==> src/rtl/wb_guard_pkg.sv <==
// Shared definitions for the wishbone timeout guard.
//   state_t          : FSM encoding (IDLE / WAIT / TOACK)
//   ERR_DATA_DEFAULT : read data returned on a timed-out transfer
package wb_guard_pkg;

  typedef enum logic [1:0] {
    IDLE  = 2'd0,
    WAIT  = 2'd1,
    TOACK = 2'd2
  } state_t;

  localparam logic [31:0] ERR_DATA_DEFAULT = 32'hDEADBEEF;

endpackage

==> src/rtl/wishbone_timeout_guard.sv <==
// Wishbone timeout guard, placed between the Caravel wishbone master and the
// 1-to-8 address decoder. Transfers pass through with zero added latency. If
// the decoder does not ack within TIMEOUT_CYCLES wait cycles, the guard drops
// cyc/stb towards the decoder and returns a one-cycle error ack carrying
// ERR_DATA. Timeouts are counted (saturating) and the offending address kept.
//
// Optional feature (macro WB_TIMEOUT_IRQ_EN): sticky irq_o set on every
// timeout, cleared by an irq_clr_i pulse; a set in the same cycle wins.
// Without the macro irq_o is tied low and irq_clr_i is ignored.
//
// Ports:
//   wb_clk_i, wb_rst_i          clock, asynchronous active-high reset
//   wbs_m_*_i / wbs_m_*_o       upstream (master side) wishbone port
//   wbs_s_*_o / wbs_s_*_i       downstream (decoder side) wishbone port
//   err_cnt_o                   saturating timeout count
//   err_adr_o                   address of the most recent timed-out transfer
//   irq_o, irq_clr_i            sticky timeout interrupt and its clear
module wishbone_timeout_guard
  import wb_guard_pkg::*;
#(
  parameter int          TIMEOUT_CYCLES = 255,
  parameter logic [31:0] ERR_DATA       = ERR_DATA_DEFAULT,
  parameter int          ERRCNT_W       = 8
) (
  input  logic                wb_clk_i,
  input  logic                wb_rst_i,
  input  logic                wbs_m_cyc_i,
  input  logic                wbs_m_stb_i,
  input  logic [31:0]         wbs_m_adr_i,
  input  logic                wbs_m_we_i,
  input  logic [31:0]         wbs_m_dat_i,
  input  logic [3:0]          wbs_m_sel_i,
  output logic [31:0]         wbs_m_dat_o,
  output logic                wbs_m_ack_o,
  output logic                wbs_s_cyc_o,
  output logic                wbs_s_stb_o,
  output logic [31:0]         wbs_s_adr_o,
  output logic                wbs_s_we_o,
  output logic [31:0]         wbs_s_dat_o,
  output logic [3:0]          wbs_s_sel_o,
  input  logic [31:0]         wbs_s_dat_i,
  input  logic                wbs_s_ack_i,
  output logic [ERRCNT_W-1:0] err_cnt_o,
  output logic [31:0]         err_adr_o,
  output logic                irq_o,
  input  logic                irq_clr_i
);

  localparam int               CNT_W   = $clog2(TIMEOUT_CYCLES + 1);
  localparam logic [CNT_W-1:0] CNT_MAX = CNT_W'(TIMEOUT_CYCLES);

  state_t                state;
  state_t                state_nxt;
  logic [CNT_W-1:0]      cnt;
  logic [CNT_W-1:0]      cnt_nxt;
  logic                  req;
  logic                  to_enter;

  assign req = wbs_m_cyc_i & wbs_m_stb_i;

  // Next-state logic. A genuine ack or a master abort always beats the
  // timeout, including in the cycle where cnt reaches CNT_MAX.
  always_comb begin
    state_nxt = state;
    cnt_nxt   = cnt;
    to_enter  = 1'b0;
    case (state)
      IDLE: begin
        if (req && !wbs_s_ack_i) begin
          state_nxt = WAIT;
          cnt_nxt   = CNT_W'(1);
        end
      end
      WAIT: begin
        if (!req || wbs_s_ack_i) begin
          state_nxt = IDLE;
          cnt_nxt   = '0;
        end else if (cnt == CNT_MAX) begin
          state_nxt = TOACK;
          to_enter  = 1'b1;
        end else begin
          cnt_nxt = cnt + CNT_W'(1);
        end
      end
      TOACK: begin
        state_nxt = IDLE;
        cnt_nxt   = '0;
      end
      default: begin
        state_nxt = IDLE;
        cnt_nxt   = '0;
      end
    endcase
  end

  always_ff @(posedge wb_clk_i or posedge wb_rst_i) begin
    if (wb_rst_i) begin
      state <= IDLE;
      cnt   <= '0;
    end else begin
      state <= state_nxt;
      cnt   <= cnt_nxt;
    end
  end

  // Bus muxing: address/data/control pass straight through; only cyc/stb
  // and the upstream ack/data are overridden while the error ack is issued.
  always_comb begin
    wbs_s_adr_o = wbs_m_adr_i;
    wbs_s_we_o  = wbs_m_we_i;
    wbs_s_dat_o = wbs_m_dat_i;
    wbs_s_sel_o = wbs_m_sel_i;
    wbs_s_cyc_o = wbs_m_cyc_i;
    wbs_s_stb_o = wbs_m_stb_i;
    wbs_m_ack_o = wbs_s_ack_i & req;
    wbs_m_dat_o = wbs_s_dat_i;
    if (state == TOACK) begin
      wbs_s_cyc_o = 1'b0;
      wbs_s_stb_o = 1'b0;
      wbs_m_ack_o = 1'b1;
      wbs_m_dat_o = ERR_DATA;
    end
  end

  // Error log: counter holds at all-ones instead of wrapping.
  always_ff @(posedge wb_clk_i or posedge wb_rst_i) begin
    if (wb_rst_i) begin
      err_cnt_o <= '0;
      err_adr_o <= '0;
    end else if (to_enter) begin
      if (err_cnt_o != {ERRCNT_W{1'b1}}) begin
        err_cnt_o <= err_cnt_o + ERRCNT_W'(1);
      end
      err_adr_o <= wbs_m_adr_i;
    end
  end

`ifdef WB_TIMEOUT_IRQ_EN
  always_ff @(posedge wb_clk_i or posedge wb_rst_i) begin
    if (wb_rst_i) begin
      irq_o <= 1'b0;
    end else if (to_enter) begin
      irq_o <= 1'b1;
    end else if (irq_clr_i) begin
      irq_o <= 1'b0;
    end
  end
`else
  logic unused_irq_clr;
  assign unused_irq_clr = irq_clr_i;
  assign irq_o          = 1'b0;
`endif

endmodule
==> config.mk <==
export PLATFORM = sky130hd
export DESIGN_NAME = wishbone_timeout_guard
export DESIGN_NICKNAME = d
export VERILOG_FILES = /design/src/rtl/wb_guard_pkg.sv /design/src/rtl/wishbone_timeout_guard.sv
export SDC_FILE = /design/constraint.sdc
export NUM_CORES = 1
export LEC_CHECK = 0
export BUFFER_PORTS_ARGS = -buffer_cell sky130_fd_sc_hd__buf_2
export CAP_MARGIN = 20
export CORE_AREA = 3 3 97 99
export CTS_CLUSTER_SIZE = 16
export DETAILED_ROUTE_END_ITERATION = 8
export DIE_AREA = 0 0 100 102
export GPL_ROUTABILITY_DRIVEN = 1
export GPL_TIMING_DRIVEN = 1
export HOLD_SLACK_MARGIN = 0.15
export PLACE_DENSITY = 0.71
export SETUP_SLACK_MARGIN = 0.15
export SYNTH_ARGS = -nofsm -noshare
export SYNTH_HDL_FRONTEND = slang
export SYNTH_SLANG_ARGS = --single-unit
==> constraint.sdc <==
create_clock -name wb_clk_i -period 2.35 [get_ports wb_clk_i]
set_clock_uncertainty 0.05 [all_clocks]
set_input_delay 0.47 -clock wb_clk_i [delete_from_list [all_inputs] [get_ports wb_clk_i]]
set_output_delay 0.47 -clock wb_clk_i [all_outputs]
set_load 0.05 [all_outputs]
==> out/qor.txt, run 1 <==
worst hold margin -> 355 ps
EDFF count, synth -> 0
CTS tree -> done
Final WS setup -> 354 ps
Post-CTS Setup Bufs -> 0
area grow syn2layout -> 22.3%
CP Max Fanout -> 18
Nets -> 491
compound-gate portion of the synthesized area -> 5.46%
net load switching power -> 602 uW
WHS Path Cells -> 2
RSZ-0062 raised after global routing -> no
Max-Cap Viols -> 0
Max Clk Rate -> 0.501 GHz
die height -> 102 um
fin util -> 40.9%
sequential area share after synthesis -> 43.3%
First DRT Iteration DRCs -> 37
die area -> 10,200 um2
Pwr Density -> 536 nW/um2
HPWL Detailed -> 6930 um
antenna viol nets, final -> 0
Placed Area -> 3390 um2
Synth async-reset ratio -> 100%
Sum Neg Setup Slack -> 0 ps
CTS buffer count -> 5
largest family of logic cells by synthesized area -> buffers and inverters
I/O Buffers -> 175
Flop pwr share -> 45.9%
initial antenna violation count -> 2
critical path type -> flip-flop to output pin
Synth Area in Simple Gates -> 14.9%
total detailed-routing wirelength -> 8230 um
clock slew at reported path FFs -> 100 ps
io pins -> 252
Setup WS pre-CTS -> 369 ps
Max H-tree Level -> 2
Synth area leaders -> dfrtp_1 (43%), buf_4 (18%), mux2_2 (13%)
count of cell types in the netlist -> 32
max-slew violations -> 0
layout cells sized above 1 -> 60.6%
Critical Path Start Type -> flip-flop
vias in the first global route -> 2,251
share of power burned in the clock network -> 32.5%
final instance area -> 3530 um2
Vias per Instance -> 4.68
first-pass GRT wire length -> 11,900 um
maximum buffer depth of the clock tree -> 2
switching share of power -> 31.8%
CTS root buffer -> clkbuf_8
routed vias -> 2,309
status -> complete, no violations
most common cell after layout, fill and taps aside -> buf_2
Clock Latency Late Sink -> 300 ps
largest net degree at the start of global routing -> 22
commonest cells after routing, fill and taps aside -> buf_2 (171), dfrtp_1 (50), mux2_2 (34)
Final setup viols -> 0
syn_nets -> 379
Filler Cell Count -> 858
Hold Vio Cnt, Final -> 0
top_reg_cell synth -> dfrtp_1
R2R depth -> 5
Mapped Area -> 2890 um2
clk sinks -> 50
Synth Area in XOR/XNOR -> 1.82%
Die X -> 100 um
fin crit period -> 2000 ps
fin crit share -> 84.9%
Reg2Reg Setup Slack -> 400 ps
adder-cell share of the synthesized area -> 0.866%
Routability Congestion -> 1.04
# DRC -> 0
mux contribution to synthesized area -> 13.3%
share of the synthesized area in the top cell type -> 43.3%
number of synthesized register bits -> 50
Peak VDD IR -> 0.000243 V
# rows -> 34
WP data arrival -> 1480 ps
DR WL/cell -> 16.7 um
Leak Pwr -> 2.06 nW
grt ovf -> 0
combinational power share -> 21.7%
Yosys top cell by area -> dfrtp_1
Int Power -> 1.29 mW
DR pass1 iterations -> 4
Hold Path Class -> input pin to flip-flop
GRT Util Overall -> 15.0%
worst path required time -> 1830 ps
Synth Warn # -> 0
synthesized instance count -> 270
Std-Cell Core Area -> 8640 um2
Syn Area/Cell -> 10.7 um2
Critical Path End Type -> output pin
starting density of the core -> 33.5%
## layer usage
layer  part of all wire (%)  track usage (%)  vias to the layer above
li1                       -                -                     1064
met1                     33             16.0                     1059
met2                     50             26.4                      180
met3                     15             7.10                        6
met4                    1.9             4.97                        0
met5                      0                0                        -
## power groups by stage
stage / logic [mW] / clock network [mW] / registers (mW)
after floorplan: 0.482 / 0 / 0.884
after global placement: 0.409 / 0 / 0.884
after detailed placement: 0.412 / 0 / 0.884
after CTS: 0.414 / 0.642 / 0.867
after global routing: 0.435 / 0.667 / 0.868
final: 0.410 / 0.614 / 0.867
## final cells by class
cell class	instances	area, um2	share of cell area, %
Antenna cell	2	5.00	0.142
Clock buffer	6	72.6	2.05
Clock inverter	2	37.5	1.06
Inverter	4	15.0	0.425
Multi-Input combinational cell	137	1060	30.0
Sequential cell	50	1250	35.4
Tap cell	108	135	3.83
Timing Repair Buffer	184	956	27.1
## worst paths after layout
kind | start | endpoint
max in group asynchronous | wb_rst_i | err_adr_o[16]
hold reg to reg | err_cnt_o[5] | err_cnt_o[5]
hold / removal | wbs_m_adr_i[31] | err_adr_o[31]
min in group asynchronous | wb_rst_i | err_adr_o[14]
setup reg to reg | cnt[0] | err_adr_o[17]
setup / recovery | state[0] | wbs_m_dat_o[7]
## cell usage after synthesis (all sizes together), types with 2 or more instances
cell type / n
nor2: 7
buf: 74
nand2: 5
a41oi: 2
inv: 4
ha: 2
clkbuf: 5
o31ai: 2
and2: 11
nand3: 7
xor2: 6
nand4: 4
mux2: 34
dfrtp: 50
nand2b: 26
nor4: 2
nor3: 3
o21ai: 5
a21oi: 10
a21boi: 2
## flip-flops by register name, summed over array words and instances (netlist names)
register / count
state: 2
cnt: 8
err_cnt_o: 8
err_adr_o: 32
## repair_timing
item                                   CTS  global route
endpoints found under the hold margin   19             0
gates resized for setup                  1             5
hold buffers                             1             0
setup endpoints to repair               18            17
## logic make-up after synthesis
kind of cell             count (synthesis)
other                                    1
AO/OA/AOI/OAI                           25
adder cells (fa/ha/maj)                  2
XOR/XNOR                                 6
flip-flops                              50
AND/OR/NAND/NOR                         69
multiplexers                            34
buffers and inverters                   83
## worst max-delay path, cell delays in order (launching register included)
cell	delay [ps]
dfrtp_1	390
nand2b_4	210
buf_4	220
nand2b_1	120
clkbuf_4	240
## metrics by stage
step	instances	power, mW
finish	493	1.89
global route	493	1.97
CTS	491	1.92
detailed placement	482	1.30
global placement	482	1.29
floorplan	270	1.37
Note: power is estimated with default switching activity, not from simulation.
==> inputs of run 2 (changes only) <==
--- a/config.mk
+++ b/config.mk
@@ -5,16 +5,17 @@
 export SDC_FILE = /design/constraint.sdc
 export NUM_CORES = 1
 export LEC_CHECK = 0
+export ABC_AREA = 1
 export BUFFER_PORTS_ARGS = -buffer_cell sky130_fd_sc_hd__buf_2
 export CAP_MARGIN = 20
-export CORE_AREA = 3 3 97 99
+export CORE_MARGIN = 3
+export CORE_UTILIZATION = 36
 export CTS_CLUSTER_SIZE = 16
 export DETAILED_ROUTE_END_ITERATION = 8
-export DIE_AREA = 0 0 100 102
 export GPL_ROUTABILITY_DRIVEN = 1
 export GPL_TIMING_DRIVEN = 1
 export HOLD_SLACK_MARGIN = 0.15
-export PLACE_DENSITY = 0.71
+export PLACE_DENSITY = 0.76
 export SETUP_SLACK_MARGIN = 0.15
 export SYNTH_ARGS = -nofsm -noshare
 export SYNTH_HDL_FRONTEND = slang
==> constraint.sdc (replaced) <==
create_clock -name wb_clk_i -period 1.8 [get_ports wb_clk_i]
set_clock_uncertainty 0.05 [all_clocks]
set_input_delay 0.36 -clock wb_clk_i [delete_from_list [all_inputs] [get_ports wb_clk_i]]
set_output_delay 0.36 -clock wb_clk_i [all_outputs]
set_load 0.05 [all_outputs]
==> run 2 against run 1 <==
The flow now finishes with violations (negative setup slack). Synthesized cell count up 45%. Die area down 2.4%. Combinational power up 71%. First-iteration DRC count up 130%. Routed wire length up 13%. Final cell count up 27%. Critical path depth unchanged. Total power up 30%. Count of clock-buffer cells in the layout unchanged. Design area up 27%. Hold slack worse by 130 ps. Global-route usage up 2.3 points. Largest power group unchanged.
==> out/qor.txt, run 2 <==
grt ovf -> 0 (unchanged)
worst hold margin -> 222 ps (was 355 ps)
CTS root buffer -> clkbuf_8 (unchanged)
Critical Path Start Type -> flip-flop (unchanged)
Final setup viols -> 16 (was 0)
most numerous cell in the Yosys netlist -> nand2_1 (was buf_4)
net load switching power -> 805 uW (was 602 uW)
Max H-tree Level -> 2 (unchanged)
max reg flops -> 32 (unchanged)
DR WL/cell -> 14.8 um (was 16.7 um)
clock slew at reported path FFs -> 90 ps (was 100 ps)
Largest Register -> err_adr_o (unchanged)
GRT Util Overall -> 17.3% (was 15.0%)
die height -> 99.8 um (was 102 um)
Critical-path top delay cell -> dfrtp_2 (was dfrtp_1)
share of the synthesized area in the top cell type -> 39.5% (was 43.3%)
Nets -> 629 (was 491)
antenna cells -> 0 (was 2)
Setup WS pre-CTS -> -226 ps (was 369 ps)
First DRT Iteration DRCs -> 86 (was 37)
mux contribution to synthesized area -> 0% (was 13.3%)
Routability Congestion -> 0.874 (was 1.04)
CTS tree -> done (unchanged)
I/O Buffers -> 175 (unchanged)
count of cell types in the netlist -> 29 (was 32)
Leak Pwr -> 2.62 nW (was 2.06 nW)
most common cell after layout, fill and taps aside -> buf_2 (unchanged)
biggest registers after layout -> err_adr_o: 32 flops, cnt: 8 flops, err_cnt_o: 8 flops (unchanged)
Synth Warn # -> 0 (unchanged)
die area -> 9950 um2 (was 10,200 um2)
Mapped Area -> 3170 um2 (was 2890 um2)
Commonest cells post-synth -> nand2_1 (114), buf_4 (71), dfrtp_1 (50) (was buf_4 (70), dfrtp_1 (50), mux2_2 (34))
Clock Latency Late Sink -> 290 ps (was 300 ps)
Final WS setup -> -39.0 ps (was 354 ps)
Int Power -> 1.65 mW (was 1.29 mW)
syn_nets -> 500 (was 379)
Yosys top cell by area -> dfrtp_1 (unchanged)
Hold Vio Cnt, Final -> 0 (unchanged)
antenna viol nets, final -> 0 (unchanged)
commonest cells after routing, fill and taps aside -> buf_2 (140), nand2_1 (108), dfrtp_1 (47) (was buf_2 (171), dfrtp_1 (50), mux2_2 (34))
vias in the first global route -> 2,833 (was 2,251)
Std-Cell Core Area -> 8380 um2 (was 8640 um2)
HPWL Detailed -> 6620 um (was 6930 um)
# DRC -> 0 (unchanged)
Synth Area in XOR/XNOR -> 1.62% (was 1.82%)
area grow syn2layout -> 42.0% (was 22.3%)
max incr delay on CP -> 460 ps (was 390 ps)
largest net degree at the start of global routing -> 51 (was 22)
critical path type -> flip-flop to output pin (unchanged)
CTS buffer count -> 5 (unchanged)
clk sinks -> 50 (unchanged)
largest family of logic cells by synthesized area -> simple AND/OR/NAND/NOR gates (was buffers and inverters)
switching share of power -> 32.8% (was 31.8%)
Max-Cap Viols -> 0 (unchanged)
Critical Path End Type -> output pin (unchanged)
combinational power share -> 28.6% (was 21.7%)
compound-gate portion of the synthesized area -> 2.65% (was 5.46%)
DR pass1 iterations -> 4 (unchanged)
# rows -> 33 (was 34)
Die X -> 99.8 um (was 100 um)
fin crit period -> 1840 ps
Vias per Instance -> 4.62 (was 4.68)
first-pass GRT wire length -> 13,800 um (was 11,900 um)
Synth Area in Simple Gates -> 32.2% (was 14.9%)
Pwr Density -> 546 nW/um2 (was 536 nW/um2)
Sum Neg Setup Slack -> -361 ps (was 0 ps)
violated checks -> negative setup slack
worst path required time -> 1390 ps (was 1830 ps)
fin crit share -> 102%
total detailed-routing wirelength -> 9290 um (was 8230 um)
status -> finished, violations left (was complete, no violations)
Peak VDD IR -> 0.000318 V (was 0.000243 V)
sequential area share after synthesis -> 39.5% (was 43.3%)
Syn Area/Cell -> 8.10 um2 (was 10.7 um2)
synthesized instance count -> 391 (was 270)
routed vias -> 2,890 (was 2,309)
top_reg_cell synth -> dfrtp_1 (unchanged)
RSZ-0062 raised after global routing -> yes (was no)
EDFF count, synth -> 0 (unchanged)
max-slew violations -> 0 (unchanged)
share of power burned in the clock network -> 25.2% (was 32.5%)
Reg2Reg Setup Slack -> 100 ps (was 400 ps)
WP data arrival -> 1430 ps (was 1480 ps)
Synth area leaders -> dfrtp_1 (40%), buf_4 (17%), nand2_1 (14%) (was dfrtp_1 (43%), buf_4 (18%), mux2_2 (13%))
io pins -> 252 (unchanged)
starting density of the core -> 37.8% (was 33.5%)
Synth async-reset ratio -> 100% (unchanged)
Max Clk Rate -> 0.544 GHz
adder-cell share of the synthesized area -> 0.791% (was 0.866%)
initial antenna violation count -> 0 (was 2)
CP Max Fanout -> 8 (was 18)
Critical Path, Cell by Cell -> nor2_4 -> buf_6 -> or2_4 -> buf_8 (was nand2b_4 -> buf_4 -> nand2b_1 -> clkbuf_4)
Hold Path Class -> input pin to flip-flop (unchanged)
layout cells sized above 1 -> 56.8% (was 60.6%)
maximum buffer depth of the clock tree -> 2 (unchanged)
Flop pwr share -> 46.2% (was 45.9%)
number of synthesized register bits -> 50 (unchanged)
-- run 2: worst paths after layout --
kind                                       from              end  depth (start not counted)
worst min register to register     err_adr_o[6]     err_adr_o[6]                          2
worst max-delay path                   state[0]  wbs_m_dat_o[25]                          4
max in group asynchronous              wb_rst_i         state[0]                          4
worst min-delay path            wbs_m_adr_i[26]    err_adr_o[26]                          3
min in group asynchronous              wb_rst_i     err_adr_o[1]                          4
worst max register to register         state[0]           cnt[3]                         11
-- run 2: what timing repair did --
| item | in CTS | in global routing |
|---|---|---|
| buffers inserted | 4 | 7 |
| hold endpoints to repair | 50 | 0 |
| gates cloned | 2 | 3 |
| gates resized for setup | 141 | 28 |
| setup endpoints to repair | 47 | 83 |
| hold buffers | 1 | 0 |
| pin swaps | 8 | 7 |
-- run 2: metal layers --
layer  up-vias  wire length, um  track usage, %
li1       1382                -               -
met1      1324             3330            18.6
met2       172             4990            33.3
met3        12              748            3.47
met5         -                0               0
met4         0              221            5.99
-- run 2: power by group through the flow --
stage                     sequential [mW]  clock [mW]  combinational [mW]
after CTS                            1.13       0.655               0.680
final                                1.13       0.619               0.702
after floorplan                      1.16           0               0.644
after detailed placement             1.16           0               0.558
after global routing                 1.13       0.700               0.735
after global placement               1.16           0               0.555
-- run 2: kinds of logic after synthesis --
kind of cell,Yosys count
and+or+nand+nor,211
buffers and inverters,108
DFF,50
AOI/OAI and AO/OA,14
xor gates and xnor gates,5
adders and majority gates,2
other,1
-- run 2: stage by stage --
step	total power [mW]	util [%]	std cells	cell area, um2
5_1_grt	2.57	53.6	626	4500
4_1_cts	2.47	50.8	616	4260
3_5_place_dp	1.72	43.6	601	3650
3_3_place_gp	1.71	43.6	601	3650
6_report	2.45	53.6	626	4500
2_1_floorplan	1.80	-	391	3170
-- run 2: layout make-up --
class / instances / area (um2)
Clock buffer: 6 / 72.6
Clock inverter: 2 / 10.0
Fill cell: 750 / 3890
Inverter: 27 / 104
Multi-Input combinational cell: 235 / 1380
Sequential cell: 50 / 1250
Tap cell: 105 / 131
Timing Repair Buffer: 201 / 1540
-- run 2: worst max-delay path: cells and delay by family, from the launching register on --
kind          cells  cell delay (ps)
simple gates      2              380
flops             1              460
buf+inv           2              300
